[config.mk]
export PLATFORM = sky130hd
export DESIGN_NAME = gte_cop2_sequencer
export DESIGN_NICKNAME = d
export VERILOG_FILES = /design/src/rtl/gte_cop2_sequencer.sv
export SDC_FILE = /design/constraint.sdc
export NUM_CORES = 1
export LEC_CHECK = 0
export CAP_MARGIN = 30
export CORE_MARGIN = 8
export CORE_UTILIZATION = 56
export DETAILED_ROUTE_END_ITERATION = 8
export GPL_TIMING_DRIVEN = 0
export PLACE_DENSITY = 0.92
export SLEW_MARGIN = 20
export SYNTH_ARGS = -nofsm -noshare
export SYNTH_HDL_FRONTEND = slang
export SYNTH_SLANG_ARGS = --single-unit
[constraint.sdc]
create_clock -name i_clk -period 9.7 [get_ports i_clk]
set_input_delay 1.455 -clock i_clk [delete_from_list [all_inputs] [get_ports i_clk]]
set_output_delay 1.455 -clock i_clk [all_outputs]
set_load 0.01 [all_outputs]
[src/rtl/gte_cop2_sequencer.sv]
// In-order COP2 request sequencer feeding the GTE register/run interface.
// Optional perf counters are enabled with the GTE_SEQ_PERF_EN macro.
module gte_cop2_sequencer #(
    parameter int FIFO_DEPTH = 4
) (
    input  logic        i_clk,
    input  logic        i_nRst,
    input  logic        i_reqValid,
    output logic        o_reqReady,
    input  logic [1:0]  i_reqOp,
    input  logic        i_reqCtrl,
    input  logic [4:0]  i_reqIdx,
    input  logic [31:0] i_reqData,
    input  logic [24:0] i_reqInstr,
    output logic        o_rdValid,
    output logic [31:0] o_rdData,
    output logic        o_busy,
    output logic [5:0]  o_regID,
    output logic        o_WritReg,
    output logic [31:0] o_wrData,
    input  logic [31:0] i_engData,
    output logic [24:0] o_Instruction,
    output logic        o_run,
    input  logic        i_executing,
    output logic [31:0] o_perfStall,
    output logic [31:0] o_perfCmds
);

    localparam int AW = $clog2(FIFO_DEPTH);

    typedef struct packed {
        logic [1:0]  op;
        logic        bank;
        logic [4:0]  idx;
        logic [31:0] data;
        logic [24:0] instr;
    } entry_t;

    typedef enum logic [2:0] {
        S_IDLE,
        S_WRITE,
        S_RDADDR,
        S_RDCAP,
        S_RUN,
        S_WAIT
    } state_t;

    entry_t        fifo_mem [FIFO_DEPTH];
    entry_t        new_entry;
    entry_t        head;

    state_t        state_q, state_d;
    logic [AW:0]   wr_ptr_q, wr_ptr_d;
    logic [AW:0]   rd_ptr_q, rd_ptr_d;
    logic          ready_q, ready_d;
    logic [5:0]    reg_id_q, reg_id_d;
    logic [31:0]   wr_data_q, wr_data_d;
    logic [24:0]   instr_q, instr_d;
    logic [31:0]   rd_data_q, rd_data_d;
    logic          rd_valid_q, rd_valid_d;

    logic          empty;
    logic          push;
    logic          pop;

    assign empty = (wr_ptr_q == rd_ptr_q);
    assign push  = i_reqValid && ready_q;
    assign head  = fifo_mem[rd_ptr_q[AW-1:0]];

    always_comb begin
        new_entry       = '0;
        new_entry.op    = i_reqOp;
        new_entry.idx   = i_reqIdx;
        new_entry.data  = i_reqData;
        new_entry.instr = i_reqInstr;
        case (i_reqOp)
            2'd1:    new_entry.bank = 1'b1;
            2'd2:    new_entry.bank = i_reqCtrl;
            default: new_entry.bank = 1'b0;
        endcase
    end

    // Storage needs no reset; only the pointers define what is valid.
    always_ff @(posedge i_clk) begin
        if (push) begin
            fifo_mem[wr_ptr_q[AW-1:0]] <= new_entry;
        end
    end

    always_comb begin
        state_d    = state_q;
        pop        = 1'b0;
        reg_id_d   = reg_id_q;
        wr_data_d  = wr_data_q;
        instr_d    = instr_q;
        rd_data_d  = rd_data_q;
        rd_valid_d = 1'b0;
        case (state_q)
            S_IDLE: begin
                if (!empty && !i_executing) begin
                    pop = 1'b1;
                    case (head.op)
                        2'd2: begin
                            reg_id_d = {head.bank, head.idx};
                            state_d  = S_RDADDR;
                        end
                        2'd3: begin
                            instr_d = head.instr;
                            state_d = S_RUN;
                        end
                        default: begin
                            reg_id_d  = {head.bank, head.idx};
                            wr_data_d = head.data;
                            state_d   = S_WRITE;
                        end
                    endcase
                end
            end
            S_WRITE:  state_d = S_IDLE;
            S_RDADDR: state_d = S_RDCAP;
            S_RDCAP: begin
                rd_data_d  = i_engData;
                rd_valid_d = 1'b1;
                state_d    = S_IDLE;
            end
            S_RUN:    state_d = S_WAIT;
            S_WAIT: begin
                if (!i_executing) begin
                    state_d = S_IDLE;
                end
            end
            default:  state_d = S_IDLE;
        endcase
    end

    // Ready is registered so it reads 0 in reset and reflects fullness before any same-cycle pop.
    always_comb begin
        wr_ptr_d = push ? wr_ptr_q + {{AW{1'b0}}, 1'b1} : wr_ptr_q;
        rd_ptr_d = pop  ? rd_ptr_q + {{AW{1'b0}}, 1'b1} : rd_ptr_q;
        ready_d  = !((wr_ptr_d[AW] != rd_ptr_d[AW]) &&
                     (wr_ptr_d[AW-1:0] == rd_ptr_d[AW-1:0]));
    end

    always_ff @(posedge i_clk or negedge i_nRst) begin
        if (!i_nRst) begin
            state_q    <= S_IDLE;
            wr_ptr_q   <= '0;
            rd_ptr_q   <= '0;
            ready_q    <= 1'b0;
            reg_id_q   <= '0;
            wr_data_q  <= '0;
            instr_q    <= '0;
            rd_data_q  <= '0;
            rd_valid_q <= 1'b0;
        end else begin
            state_q    <= state_d;
            wr_ptr_q   <= wr_ptr_d;
            rd_ptr_q   <= rd_ptr_d;
            ready_q    <= ready_d;
            reg_id_q   <= reg_id_d;
            wr_data_q  <= wr_data_d;
            instr_q    <= instr_d;
            rd_data_q  <= rd_data_d;
            rd_valid_q <= rd_valid_d;
        end
    end

    assign o_reqReady    = ready_q;
    assign o_rdValid     = rd_valid_q;
    assign o_rdData      = rd_data_q;
    assign o_busy        = !empty || (state_q != S_IDLE);
    assign o_regID       = reg_id_q;
    assign o_WritReg     = (state_q == S_WRITE);
    assign o_wrData      = wr_data_q;
    assign o_Instruction = instr_q;
    assign o_run         = (state_q == S_RUN);

`ifdef GTE_SEQ_PERF_EN
    logic [31:0] perf_stall_q, perf_stall_d;
    logic [31:0] perf_cmds_q, perf_cmds_d;

    always_comb begin
        perf_stall_d = perf_stall_q + {31'd0, (i_reqValid && !ready_q)};
        perf_cmds_d  = perf_cmds_q + {31'd0, (state_q == S_RUN)};
    end

    always_ff @(posedge i_clk or negedge i_nRst) begin
        if (!i_nRst) begin
            perf_stall_q <= '0;
            perf_cmds_q  <= '0;
        end else begin
            perf_stall_q <= perf_stall_d;
            perf_cmds_q  <= perf_cmds_d;
        end
    end

    assign o_perfStall = perf_stall_q;
    assign o_perfCmds  = perf_cmds_q;
`else
    assign o_perfStall = 32'd0;
    assign o_perfCmds  = 32'd0;
`endif

endmodule

Word level (Yosys, flattened, before mapping)
Memories as Yosys holds them, arrays and structs flattened.
Index checks and enable logic that the tools add are counted.
{"block": "totals", "reg_bits": 106, "latch_bits": 0, "ramBits": 260, "mem_bits_ro": 0, "inputBits": 101, "out_inout_bits": 164, "elab_cells": 54, "mem_count": 1}
{"name": "fifo_mem", "words": 4, "width": 65, "rd": 1, "rd_clocked_by_memory_dff": 0, "write_ports": 1, "line_no": "48", "source": "entry_t fifo_mem [FIFO_DEPTH];"}
{"block": "op_classes", "n_addsub": 2, "n_mul": 0, "div": 0, "order_cmp": 0, "eq_ne": 14, "shifts": 0, "muxes": 12, "bitwise_logic": 2, "n_reduce_logical": 14}
{"op": "$mux 3", "n": 4}
{"op": "$pmux 3 s4", "n": 1}
{"op": "$reduce_and 3->1", "n": 3}
{"op": "$add 3x1->3 const B", "n": 2}
{"op": "$eq 2x2->1 const B", "n": 3}
{"op": "$eq 3x2->1 const B", "n": 2}
{"op": "$eq 3x3->1 const B", "n": 2}
{"op": "$pmux 3 s2", "n": 1}
{"op": "$mux 1", "n": 5}
{"op": "$ne 2x2->1 const B", "n": 2}
{"op": "$eq 3x1->1 const B", "n": 1}
{"op": "$eq 3x3->1", "n": 1}
{"op": "$logic_and 1x1->1", "n": 3}
{"op": "$logic_not 1->1", "n": 3}
{"op": "$logic_not 3->1", "n": 1}
{"op": "$reduce_bool 3->1", "n": 1}
{"op": "$eq 2x1->1 const B", "n": 1}
{"op": "$eq 2x2->1", "n": 1}
{"op": "$not 1->1", "n": 2}
{"op": "$pmux 1 s2", "n": 1}
{"op": "$reduce_and 2->1", "n": 1}
{"op": "$reduce_or 2->1", "n": 1}
{"op": "$logic_or 1x1->1", "n": 1}
{"op": "$ne 1x1->1", "n": 1}

Depth between registers and ports, before layout
{"block": "depth", "ltp_word": 9, "mapped_depth": 6, "mapped_depth_nobuf": 5}

Least setup slack after synthesis
No wires, ideal clock.
{"block": "synth_timing", "path_kind": "input-to-reg", "start": "input i_reqValid", "end": "register ready_q, in the netlist o_reqReady", "arrival_ns": 4.369, "required_time_ns": 9.618, "path_slack_ns": 5.249, "path_stages": 5, "n_path_buf": 1, "cell_sequence": "and3_1 > clkbuf_1 > xnor3_1 > and3_1 > o22ai_1"}
{"block": "synth_between", "elab_chain_len": 5, "elab_cells_between_ends": 6, "cone_classes": "eq/ne: 2; mux: 1; reduce/logical: 3"}
{"element": "start: declaration", "line_no": "8", "source": "input logic i_reqValid,"}
{"element": "$logic_and 1x1->1 *", "line_no": "67", "source": "assign push = i_reqValid && ready_q;"}
{"element": "$mux 3 *", "line_no": "138", "source": "wr_ptr_d = push ? wr_ptr_q + {{AW{1'b0}}, 1'b1} : wr_ptr_q;"}
{"element": "$eq 2x2->1 or $ne 1x1->1 (tied branches)", "line_no": "141, 140"}
{"element": "$logic_and 1x1->1 *", "line_no": "140", "source": "ready_d = !((wr_ptr_d[AW] != rd_ptr_d[AW]) &&"}
{"element": "$logic_not 1->1 *", "line_no": "140"}
{"element": "via ready_d", "line_no": "55", "source": "logic ready_q, ready_d;"}
{"element": "end signal: assignment", "line_no": "159", "source": "ready_q <= ready_d;"}
{"element": "end: declaration", "line_no": "55"}
Mark *: on every way through the listed nets, which the timed path passes. The rest lies on a longest branch.
A chain may end at the register's enable or synchronous reset.

Final worst setup path
{"block": "layout_timing", "start": "register rd_ptr_q[0]", "end": "output o_busy"}
{"block": "layout_between", "elab_chain_len": 3}
{"element": "start: declaration", "line_no": "54", "source": "logic [AW:0] rd_ptr_q, rd_ptr_d;"}
{"element": "start signal: assignment", "line_no": "158", "source": "rd_ptr_q <= rd_ptr_d;"}
{"element": "$eq 3x3->1", "line_no": "66", "source": "assign empty = (wr_ptr_q == rd_ptr_q);"}
{"element": "$logic_not 1->1", "line_no": "171", "source": "assign o_busy = !empty || (state_q != S_IDLE);"}
{"element": "$logic_or 1x1->1", "line_no": "171"}
{"element": "end: declaration", "line_no": "17", "source": "output logic o_busy,"}
Every way passes these cells.

==> impl_metrics.toml <==
[clock_tree]
clk_pin_slew_ns = 0.06
clock-root-buffer = "clkbuf_16"
cts_resized = 0
clockBufferDepth = 3
clkSinkCount = 366
cts_buffers = 38
cts_tree = "yes"
clk_latency_ns = 0.51
htree_num_levels = 2
cts_setup_buffers = 0
cts_hold_buf = 0

[pwr]
p_sw_frac = 0.288
p_int_mw = 4.11
p_seq_frac = 0.405
peakVddDrop_mv = 0.223
switchingPower_mw = 1.66
power_mw = 5.77
power_frac_comb = 0.350
p_clk_frac = 0.246
p_per_area_nw_per_um2 = 312
p_leak_nw = 7.10

[grt]
busiest_layer = "met2"
grt-ovfl-total = 0
use_met2 = 0.336
grt_pass1_wl_um = 45700
grt_start_max_net_pins = 67
grt_use_met1 = 0.224
groute.usage.overall = 0.190
met3_usage = 0.0543
antenna_found_initial = 2
first_global_vias = 7980

[yosys]
synth.top_cell.area_share = 0.541
synth-seq-cells = 366
synth_edf_count = 260
ys_seq_area_frac = 0.724
netlist_top_cells_count = "edfxtp_1, dfrtp_1, nand2_1"
syn_inst = 756
yosysMostFrequentCell = "edfxtp_1"
synth_area_leaders = "edfxtp_1, dfrtp_1, mux4_2"
synth_area_um2 = 14400
async_flop_share = 0.290
ys_warn_count = 0
syn_avg_cell_area_um2 = 19.1
synth_flop_cell = "edfxtp_1"
yosysTopAreaCell = "edfxtp_1"
synth_cell_type_count = 39

[placed_design]
dp_hpwl_um = 20000
gp_congestion = 0.748
port_buffers = 200
post-place-ws_ns = 6.11
dp.cells = 1354

[route]
drt_iter0_markers = 450
drc_errors = 0
via_per_inst = 5.23
wl_per_cell_um = 21.3
drtPass1Iterations = 4
wl_um = 30300
ant_nets = 0
vias = 7445

[cells_and_area]
nNetsFinal = 1173
syn2layout_area_growth_pct = 28.0
n_fill_cell = 1467
finalNonFillerCells = 1424
drive_gt1_frac = 0.257

[critical_path]
required_ns = 8.25
cp.arrival_ns = 2.22
cp_max_fo = 10
crit_path_max_incr_delay_ns = 0.54
worstSetupPathType = "reg -> out"
end_kind = "output pin"
critPathSlowestCell = "clkdlybuf4s50_1"
r2r_cells = 5
path_cells = "buf_6 > buf_2 > xnor2_1 > nand4_1 > clkdlybuf4s50_1"
start_kind = "flop"

[sta]
skew_ns = 0.0213
fmax_ghz = 0.272
relSlewSlack = 0.545
worst_pin_slew_ns = 0.682
hold_viol = 0
drv_slew = 0
period_share = 0.379
setup_viol = 0
setup_ws_ns = 6.03
rsz0062_at_grt = "false"
post-route-min-period_ns = 3.67
final.setup.tns_ns = 0

[run_status]
outcome = "finished clean"

[floorplan]
coreArea_um2 = 25300
start_util = 0.572
pin_count = 265
die_w_um = 177
placementRows = 58
fp.dieH_um = 177
die_area_um2 = 31200

[worst_hold_path]
min_path_type = "reg -> reg"
whs_path_depth = 2

[run]
drv_cap = 0
[logic make-up after synthesis]
family	after synthesis	share of synthesized area
XOR/XNOR	14	0.0104
buffers and inverters	104	0.0509
multiplexers	129	0.164
adder cells (fa/ha/maj)	7	0.00606
AO/OA/AOI/OAI	14	0.00806
flip-flops	366	0.724
AND/OR/NAND/NOR	121	0.0359
other	1	0.000260
[final cells by class]
type,count,area [µm²],share of cell area
clock inverter,15,161,0.00873
timing repair buffer,206,2140,0.116
multi-input combinational,349,3500,0.189
sequential,366,10500,0.566
antenna,1,2.50,0.000135
clock buffer,53,1070,0.0578
buffer,96,709,0.0384
inverter,8,30.0,0.00162
tap,330,413,0.0223
[power by group through the flow]
stage	registers [mW]	logic, mW	clock network, mW
after detailed placement	2.35	2.03	0
after CTS	2.34	2.05	1.44
after floorplan	2.42	1.13	0
after global placement	2.36	1.94	0
final	2.33	2.02	1.42
after global routing	2.37	2.17	1.50
[sequential cells by signal, indices dropped and copies added, names as in the netlist]
name	flops
state_q	3
o_regID	6
o_rdData	32
rd_ptr_q	3
o_Instruction	25
o_rdValid	1
wr_ptr_q	3
fifo_mem	260
o_reqReady	1
o_wrData	32
[cell usage in the layout (no fill, tap or decap), drive strengths merged, types with 2 or more instances in the layout]
master,count
a31oi,3
nand2,101
and3,6
buf,89
xor2,4
nor3b,2
nor2b,2
nor2,3
clkbuf,67
a211oi,2
edfxtp,260
xnor2,8
ha,7
mux2,63
dfrtp,106
nor3,4
clkinv,10
bufinv,3
conb,64
xnor3,2
mux4,65
a21oi,2
inv,10
clkdlybuf4s50,199
[through the flow]
stage	utilization	instance area (µm²)	hold slack (ns)
2_1_floorplan	-	14700	0.513
3_3_place_gp	0.677	17100	0.458
3_5_place_dp	0.683	17200	0.462
4_1_cts	0.732	18500	0.476
5_1_grt	0.732	18500	0.496
6_report	0.732	18500	0.475
[worst max-delay path: cells and delay by family (launching register included)]
kind                   cells  cell delay [ns]
AND/OR/NAND/NOR            1             0.13
buffers and inverters      3             0.92
XOR/XNOR                   1             0.28
flip-flops                 1             0.39
[metal layers]
metal	vias to the layer above	wire (µm)
li1	3346	-
met1	3753	11600
met2	296	15500
met3	48	2500
met4	2	661
met5	-	13
[final timing paths]
check / start / end / slack, ns
max in group asynchronous: i_nRst / o_regID[2]$_DFFE_PN0P_ / 8.12
setup reg to reg: rd_ptr_q[0]$_DFF_PN0_ / o_wrData[5]$_DFFE_PN0P_ / 7.46
min in group asynchronous: i_nRst / o_wrData[15]$_DFFE_PN0P_ / 0.87
setup / recovery: rd_ptr_q[0]$_DFF_PN0_ / o_busy / 6.03
hold / removal: o_rdData[31]$_DFFE_PN0P_ / o_rdData[31]$_DFFE_PN0P_ / 0.47
hold reg to reg: o_rdData[31]$_DFFE_PN0P_ / o_rdData[31]$_DFFE_PN0P_ / 0.47
Power figures use the tool's default switching activity.
